==> src/rtl/hsm_axil_master.sv <==
// Single-outstanding AXI4-Lite initiator. One command (read or write) becomes
// one AXI4-Lite transaction, and the initiator returns one response. Every
// output comes straight from a flop.
//
// Handshake rule for all channels (cmd, rsp, AW, W, B, AR, R): a transfer
// happens on a rising edge where VALID and READY are both high. Once VALID is
// raised, it and its payload stay unchanged until that transfer. READY may be
// raised or lowered at any time.
module hsm_axil_master #(
  parameter int C_M_AXI_DATA_WIDTH = 32,
  parameter int C_M_AXI_ADDR_WIDTH = 4
) (
  input  logic                            M_AXI_ACLK,
  input  logic                            M_AXI_ARESETN,
  input  logic                            cmd_valid,
  output logic                            cmd_ready,
  input  logic                            cmd_write,
  input  logic [C_M_AXI_ADDR_WIDTH-1:0]   cmd_addr,
  input  logic [C_M_AXI_DATA_WIDTH-1:0]   cmd_wdata,
  input  logic [C_M_AXI_DATA_WIDTH/8-1:0] cmd_wstrb,
  output logic                            rsp_valid,
  input  logic                            rsp_ready,
  output logic                            rsp_write,
  output logic [C_M_AXI_DATA_WIDTH-1:0]   rsp_rdata,
  output logic [1:0]                      rsp_resp,
  output logic [C_M_AXI_ADDR_WIDTH-1:0]   M_AXI_AWADDR,
  output logic [2:0]                      M_AXI_AWPROT,
  output logic                            M_AXI_AWVALID,
  input  logic                            M_AXI_AWREADY,
  output logic [C_M_AXI_DATA_WIDTH-1:0]   M_AXI_WDATA,
  output logic [C_M_AXI_DATA_WIDTH/8-1:0] M_AXI_WSTRB,
  output logic                            M_AXI_WVALID,
  input  logic                            M_AXI_WREADY,
  input  logic [1:0]                      M_AXI_BRESP,
  input  logic                            M_AXI_BVALID,
  output logic                            M_AXI_BREADY,
  output logic [C_M_AXI_ADDR_WIDTH-1:0]   M_AXI_ARADDR,
  output logic [2:0]                      M_AXI_ARPROT,
  output logic                            M_AXI_ARVALID,
  input  logic                            M_AXI_ARREADY,
  input  logic [C_M_AXI_DATA_WIDTH-1:0]   M_AXI_RDATA,
  input  logic [1:0]                      M_AXI_RRESP,
  input  logic                            M_AXI_RVALID,
  output logic                            M_AXI_RREADY,
  output logic [2:0]                      dbg_state
);

  localparam int DW = C_M_AXI_DATA_WIDTH;
  localparam int AW = C_M_AXI_ADDR_WIDTH;
  localparam int SW = C_M_AXI_DATA_WIDTH / 8;

  localparam logic [2:0] ST_IDLE = 3'd0;
  localparam logic [2:0] ST_WR   = 3'd1;
  localparam logic [2:0] ST_WR_B = 3'd2;
  localparam logic [2:0] ST_RD_A = 3'd3;
  localparam logic [2:0] ST_RD_R = 3'd4;
  localparam logic [2:0] ST_RSP  = 3'd5;

  logic [2:0]    state_q, state_d;
  logic          cmd_ready_q, cmd_ready_d;
  logic          write_q, write_d;
  logic [AW-1:0] addr_q, addr_d;
  logic [DW-1:0] wdata_q, wdata_d;
  logic [SW-1:0] wstrb_q, wstrb_d;
  logic          awvalid_q, awvalid_d;
  logic          wvalid_q, wvalid_d;
  logic          bready_q, bready_d;
  logic          arvalid_q, arvalid_d;
  logic          rready_q, rready_d;
  logic          rsp_valid_q, rsp_valid_d;
  logic [DW-1:0] rdata_q, rdata_d;
  logic [1:0]    resp_q, resp_d;

  // Compute the next state and next register values for each phase of the transaction.
  always_comb begin
    state_d     = state_q;
    cmd_ready_d = cmd_ready_q;
    write_d     = write_q;
    addr_d      = addr_q;
    wdata_d     = wdata_q;
    wstrb_d     = wstrb_q;
    awvalid_d   = awvalid_q;
    wvalid_d    = wvalid_q;
    bready_d    = bready_q;
    arvalid_d   = arvalid_q;
    rready_d    = rready_q;
    rsp_valid_d = rsp_valid_q;
    rdata_d     = rdata_q;
    resp_d      = resp_q;
    case (state_q)
      ST_IDLE: begin
        // cmd_ready is low for the first cycle after reset, then rises.
        if (cmd_ready_q && cmd_valid) begin
          cmd_ready_d = 1'b0;
          write_d     = cmd_write;
          addr_d      = cmd_addr;
          wdata_d     = cmd_wdata;
          wstrb_d     = cmd_wstrb;
          awvalid_d   = cmd_write;
          wvalid_d    = cmd_write;
          arvalid_d   = ~cmd_write;
          state_d     = cmd_write ? ST_WR : ST_RD_A;
        end else begin
          cmd_ready_d = 1'b1;
        end
      end
      ST_WR: begin
        // AW and W retire independently. A retired channel is only raised again in IDLE.
        if (awvalid_q && M_AXI_AWREADY) awvalid_d = 1'b0;
        if (wvalid_q && M_AXI_WREADY)   wvalid_d  = 1'b0;
        if (!awvalid_d && !wvalid_d) begin
          bready_d = 1'b1;
          state_d  = ST_WR_B;
        end
      end
      ST_WR_B: begin
        if (M_AXI_BVALID && bready_q) begin
          bready_d    = 1'b0;
          resp_d      = M_AXI_BRESP;
          rdata_d     = '0;
          rsp_valid_d = 1'b1;
          state_d     = ST_RSP;
        end
      end
      ST_RD_A: begin
        if (arvalid_q && M_AXI_ARREADY) begin
          arvalid_d = 1'b0;
          rready_d  = 1'b1;
          state_d   = ST_RD_R;
        end
      end
      ST_RD_R: begin
        if (M_AXI_RVALID && rready_q) begin
          rready_d    = 1'b0;
          rdata_d     = M_AXI_RDATA;
          resp_d      = M_AXI_RRESP;
          rsp_valid_d = 1'b1;
          state_d     = ST_RSP;
        end
      end
      ST_RSP: begin
        if (rsp_ready) begin
          rsp_valid_d = 1'b0;
          cmd_ready_d = 1'b1;
          state_d     = ST_IDLE;
        end
      end
      default: begin
        state_d     = ST_IDLE;
        cmd_ready_d = 1'b0;
        awvalid_d   = 1'b0;
        wvalid_d    = 1'b0;
        bready_d    = 1'b0;
        arvalid_d   = 1'b0;
        rready_d    = 1'b0;
        rsp_valid_d = 1'b0;
      end
    endcase
  end

  // State and output registers. Reset abandons any transaction in flight.
  always_ff @(posedge M_AXI_ACLK or negedge M_AXI_ARESETN) begin
    if (!M_AXI_ARESETN) begin
      state_q     <= ST_IDLE;
      cmd_ready_q <= 1'b0;
      write_q     <= 1'b0;
      addr_q      <= '0;
      wdata_q     <= '0;
      wstrb_q     <= '0;
      awvalid_q   <= 1'b0;
      wvalid_q    <= 1'b0;
      bready_q    <= 1'b0;
      arvalid_q   <= 1'b0;
      rready_q    <= 1'b0;
      rsp_valid_q <= 1'b0;
      rdata_q     <= '0;
      resp_q      <= '0;
    end else begin
      state_q     <= state_d;
      cmd_ready_q <= cmd_ready_d;
      write_q     <= write_d;
      addr_q      <= addr_d;
      wdata_q     <= wdata_d;
      wstrb_q     <= wstrb_d;
      awvalid_q   <= awvalid_d;
      wvalid_q    <= wvalid_d;
      bready_q    <= bready_d;
      arvalid_q   <= arvalid_d;
      rready_q    <= rready_d;
      rsp_valid_q <= rsp_valid_d;
      rdata_q     <= rdata_d;
      resp_q      <= resp_d;
    end
  end

  assign cmd_ready     = cmd_ready_q;
  assign rsp_valid     = rsp_valid_q;
  assign rsp_write     = write_q;
  assign rsp_rdata     = rdata_q;
  assign rsp_resp      = resp_q;
  assign M_AXI_AWADDR  = addr_q;
  assign M_AXI_AWPROT  = 3'b000;
  assign M_AXI_AWVALID = awvalid_q;
  assign M_AXI_WDATA   = wdata_q;
  assign M_AXI_WSTRB   = wstrb_q;
  assign M_AXI_WVALID  = wvalid_q;
  assign M_AXI_BREADY  = bready_q;
  assign M_AXI_ARADDR  = addr_q;
  assign M_AXI_ARPROT  = 3'b000;
  assign M_AXI_ARVALID = arvalid_q;
  assign M_AXI_RREADY  = rready_q;
  assign dbg_state     = state_q;

endmodule

==> config.mk <==
export PLATFORM = sky130hd
export DESIGN_NAME = hsm_axil_master
export DESIGN_NICKNAME = d
export VERILOG_FILES = /design/src/rtl/hsm_axil_master.sv
export SDC_FILE = /design/constraint.sdc
export NUM_CORES = 1
export LEC_CHECK = 0
export CAP_MARGIN = 10
export CORE_AREA = 2 2 97 99
export CTS_CLUSTER_DIAMETER = 50
export CTS_CLUSTER_SIZE = 25
export DETAILED_ROUTE_END_ITERATION = 10
export DIE_AREA = 0 0 99 101
export PLACE_DENSITY = 0.88
export SLEW_MARGIN = 40
export SYNTH_ARGS = -nofsm -noshare
export SYNTH_HDL_FRONTEND = slang
export SYNTH_SLANG_ARGS = --single-unit
export TNS_END_PERCENT = 20
==> constraint.sdc <==
create_clock -name M_AXI_ACLK -period 2.95 [get_ports M_AXI_ACLK]
set_clock_uncertainty 0.1 [all_clocks]
set_input_delay 0.59 -clock M_AXI_ACLK [delete_from_list [all_inputs] [get_ports M_AXI_ACLK]]
set_output_delay 0.59 -clock M_AXI_ACLK [all_outputs]
set_load 0.005 [all_outputs]
======== Word level (Yosys, flattened, before mapping) ========
Index checks and enable logic that the tools add are counted.
word-level totals
  output and inout port bits .............. 95
  logic and storage cells ................. 95
  input port bits ......................... 86
  register bits after elaboration ......... 85
cells by class
  reductions and logical operators ........ 26
  multiplexer cells ....................... 37
  equality and inequality tests ........... 11
  bitwise gates (word level) .............. 7
operators with widths
  operator              number
  $mux W32              2
  $pmux W32 S2          1
  $reduce_or A4 Y1      5
  $mux W3               6
  $pmux W1 S3           6
  $pmux W3 S6           1
  $mux W1               16
  $ne A2 B2 Y1 const B  6
  $reduce_and A3 Y1     4
  $logic_and A1 B1 Y1   7
  $not A1 Y1            7
  $eq A3 B2 Y1 const B  2
  $eq A3 B3 Y1 const B  2
  $mux W2               3
  $reduce_and A2 Y1     3
  $reduce_and A6 Y1     1
  $pmux W1 S4           1
  $pmux W2 S2           1
  $reduce_and A4 Y1     1
  $eq A3 B1 Y1 const B  1
  $logic_not A3 Y1      1
  $reduce_or A3 Y1      1
  $logic_not A1 Y1      2
  $reduce_bool A2 Y1    1

======== Logic depth before layout (Yosys ltp) ========
  word-level depth ........................ 7
  mapped depth ............................ 6
  mapped depth without buffers ............ 5

======== Worst setup path before layout ========
Ideal clock, no wire load.
  path type ............................... register -> register
  start point ............................. register state_q[1], in the netlist dbg_state[1]
  end point ............................... register resp_q[0], in the netlist rsp_resp[0]
  slack ................................... 1.190 ns
  path buffers ............................ 2
  stages on the path, launching flop included .. 6
  library setup time ...................... 0.127 ns
  required time ........................... 2.723 ns
  clock period less this slack ............ 1.760 ns
  data arrival time ....................... 1.533 ns
  path through ............................ dfrtp_1 buf_4 nor3b_4 buf_4 mux2_2 mux2_1
between the ends
  cells in the longest elaborated chain, start to end .. 3
  elaborated cells between the ends (all ways) .. 7
  classes of those cells .................. 4 x eq/ne; 1 x mux; 2 x reduce/logical
ends and longest elaborated chain
  what                                                                        line  RTL
  start, declared                                                             59    logic [2:0] state_q, state_d;
  start signal, assigned                                                      179   state_q <= state_d;
  $eq A3 B3 Y1 / $eq A3 B2 Y1 (equally long branches)                         90    case (state_q)
  $ne A2 B2 Y1 (no source line) / $reduce_bool A2 Y1 (equally long branches)  -
  $reduce_and A3 Y1 (no source line)                                          -
  end signal, assigned                                                        192   resp_q <= resp_d;
  end, declared                                                               72    logic [1:0] resp_q, resp_d;
Several ways; a longest one is shown, not always the timed one.
A chain may end at the register's enable or synchronous reset.

======== Final worst setup path ========
  start point ............................. register state_q[1], in the netlist dbg_state[1]
  end point ............................... output port dbg_state[1]
RTL lines
  what           line  RTL
  end, declared  45    output logic [2:0] dbg_state
No word-level cell between the ends.

==> impl_metrics.json <==
{
  "postSynthCellCount": 292,
  "cts_tree": "built",
  "dieWidth_um": 99,
  "cpMaxStageDelayCell": "dfrtp_1",
  "first_global_vias": 3127,
  "cts_buffer_depth": 2,
  "syn_area_um2": 3930,
  "cp_data_arrival_time_ns": 1.83,
  "cts_hold_buf": 0,
  "dieArea_um2": 10000,
  "synthTopCellsByArea": "dfrtp_1 (54%), a21bo_1 (7.6%), mux2_4 (6.9%)",
  "p_leak_nw": 2.74,
  "drive_above_1_share_pct": 15.5,
  "place_area_um2": 5630,
  "core.rowCount": 35,
  "synthTopCellsByCount": "dfrtp_1 (85), nand4_1 (32), a21bo_1 (30)",
  "clock_sinks": 85,
  "period_share_pct": 85.5,
  "finalNonFillerCells": 570,
  "vias_per_cell": 5.22,
  "post-route-drc-count": 0,
  "globalRouteOverflowTotal": 0,
  "crit_chain": "clkdlybuf4s50_1",
  "power.total_mw": 5.90,
  "nFillCells": 656,
  "synth.most_common_cell": "dfrtp_1",
  "layout_min_cycle_time_ns": 2.52,
  "maxCapViolCount": 0,
  "crit_buf_inv": 1,
  "crit_family": "flip-flops",
  "setup_ws_ns": 0.428,
  "cp.required_ns": 2.26,
  "drtIter0Drc": 93,
  "peakVddDrop_mv": 0.636,
  "cts_max_level": 3,
  "fmax_ghz": 0.396,
  "wl_um": 10200,
  "power.density_nw_per_um2": 1010,
  "coreArea_um2": 8980,
  "drtAntennaViolNets": 0,
  "synthToLayoutAreaGrowth_pct": 48.3,
  "ioPinCount": 181,
  "rsz0062_at_grt": "false",
  "antenna_found_initial": 0,
  "ys_warn_count": 0,
  "gp_congestion": 0.877,
  "cts_setup_buffers": 0,
  "finalSetupTns_ns": 0,
  "yosysUniqueCellTypes": 44,
  "final-setup-viol-count": 0,
  "status": "finished, final reports clean",
  "n_antenna_cell": 0,
  "clk_latency_ns": 0.36,
  "crit_path_end_kind": "output pin",
  "cts-resized-gates": 0,
  "relSlewSlack_pct": 50.3,
  "synth_top_flop_cell": "dfrtp_1",
  "port_buffers": 174,
  "start_kind": "register",
  "clk_pin_slew_ns": 0.09,
  "grt_pass1_wl_um": 16300,
  "route.vias.total": 2978,
  "synthArstFlopShare_pct": 100,
  "fin_nets": 542,
  "tightest_slew_ns": 0.746,
  "first_pass_iters": 4,
  "dp_slack_ns": 0.408,
  "worstSetupPathType": "reg -> out",
  "seq_area_frac_synth_pct": 54.2,
  "path_max_fanout": 18,
  "grt_max_degree": 86,
  "final_area_um2": 5830,
  "cts_root_buffer": "clkbuf_8",
  "hold_violations": 0,
  "synth.ff_latch_count": 85,
  "finalMaxSlewViolations": 0,
  "synth_top_cell_by_area": "dfrtp_1",
  "cp_slowest_stage_delay_ns": 0.84,
  "synth_edf_count": 0,
  "cts_buffers": 9,
  "die_height_um": 101,
  "wl_per_cell_um": 17.8,
  "grt_usage_pct": 20.6,
  "hp-class": "in -> async",
  "synth_top_area_share_pct": 54.2,
  "hpwl_um": 7430,
  "initial_core_util_pct": 43.7,
  "synth_area_per_cell_um2": 13.5,
  "placed_cells": 554
}
## registers in the layout, summed over array words and instances (netlist names)
| name | flops |
|---|---|
| M_AXI_ARADDR | 4 |
| M_AXI_ARVALID | 1 |
| rsp_write | 1 |
| rsp_resp | 2 |
| M_AXI_WVALID | 1 |
| rsp_valid | 1 |
| M_AXI_WSTRB | 4 |
| M_AXI_WDATA | 32 |
| rsp_rdata | 32 |
| M_AXI_AWVALID | 1 |
| dbg_state | 3 |
| cmd_ready | 1 |
| M_AXI_BREADY | 1 |
| M_AXI_RREADY | 1 |
## cell type report
cell class	instances	area, um2	area share, %
flip-flops and latches	85	2130	36.5
repair buffers	178	1780	30.6
multi-input cells	175	1570	26.9
well taps	111	139	2.38
clock buffers	10	138	2.36
clock inverters	6	55.1	0.945
inverters	5	18.8	0.322
## path summary, 6_finish.rpt
kind	startpoint	end	slack (ns)	cells past startpoint
max	dbg_state[1]	dbg_state[1]	0.43	1
min	M_AXI_ARESETN	M_AXI_WDATA[14]	0.15	2
max reg2reg	dbg_state[1]	M_AXI_WVALID	0.55	4
min reg2reg	rsp_rdata[10]	rsp_rdata[10]	0.39	1
max in group asynchronous	M_AXI_ARESETN	M_AXI_WDATA[31]	2.25	2
min in group M_AXI_ACLK	rsp_rdata[10]	rsp_rdata[10]	0.39	1
## placed cells by master, fill, tap and decap left out, types with 2 or more instances in the layout
master,synthesis,layout
conb_1,1,6
inv_6,0,2
a22o_1,3,3
a21bo_2,2,2
ha_1,2,2
o21ai_0,4,4
a211oi_1,3,3
nor2b_1,2,2
inv_1,5,5
clkbuf_8,0,10
nor2_1,5,5
nand2b_1,3,3
a21bo_1,30,30
buf_4,18,4
mux2_1,4,4
clkinv_4,0,3
mux2_4,18,18
mux2i_1,2,2
a21oi_1,3,3
nand2_1,8,8
o32ai_1,2,2
dfrtp_1,85,85
clkdlybuf4s50_1,0,173
nand4_1,32,32
o211ai_1,2,2
o31ai_1,2,2
nand3_1,3,3
mux2_2,23,23
## power breakdown
part	internal (mW)	switching, mW	leakage, nW
combinational	1.82	1.10	1.56
clock	0.345	0.454	0.0994
sequential	1.73	0.444	1.08
## routing by layer
metal / global-route usage, % / vias up / share of wire [%]
li1: - / 1380 / -
met1: 24.8 / 1491 / 40
met2: 37.1 / 97 / 54
met3: 4.51 / 10 / 5.7
met4: 6.01 / 0 / 1.0
met5: 0 / - / 0
## stage by stage
stage / hold WS [ns] / util (%)
floorplan: 0.194 / -
global route: 0.189 / 64.9
detailed placement: 0.364 / 62.7
finish: 0.145 / 64.9
global placement: 0.362 / 62.7
CTS: 0.168 / 64.9
## cell families after synthesis
family          count (synthesis)  synth area share [%]
flops                          85                  54.2
mux                            47                  15.1
xor+xnor                        1                 0.223
compound gates                 59                  13.6
simple gates                   60                  9.72
other cells                     1                0.0955
fa+ha+maj                       2                 0.637
buf+inv                        37                  6.43
Power figures use the tool's default switching activity.
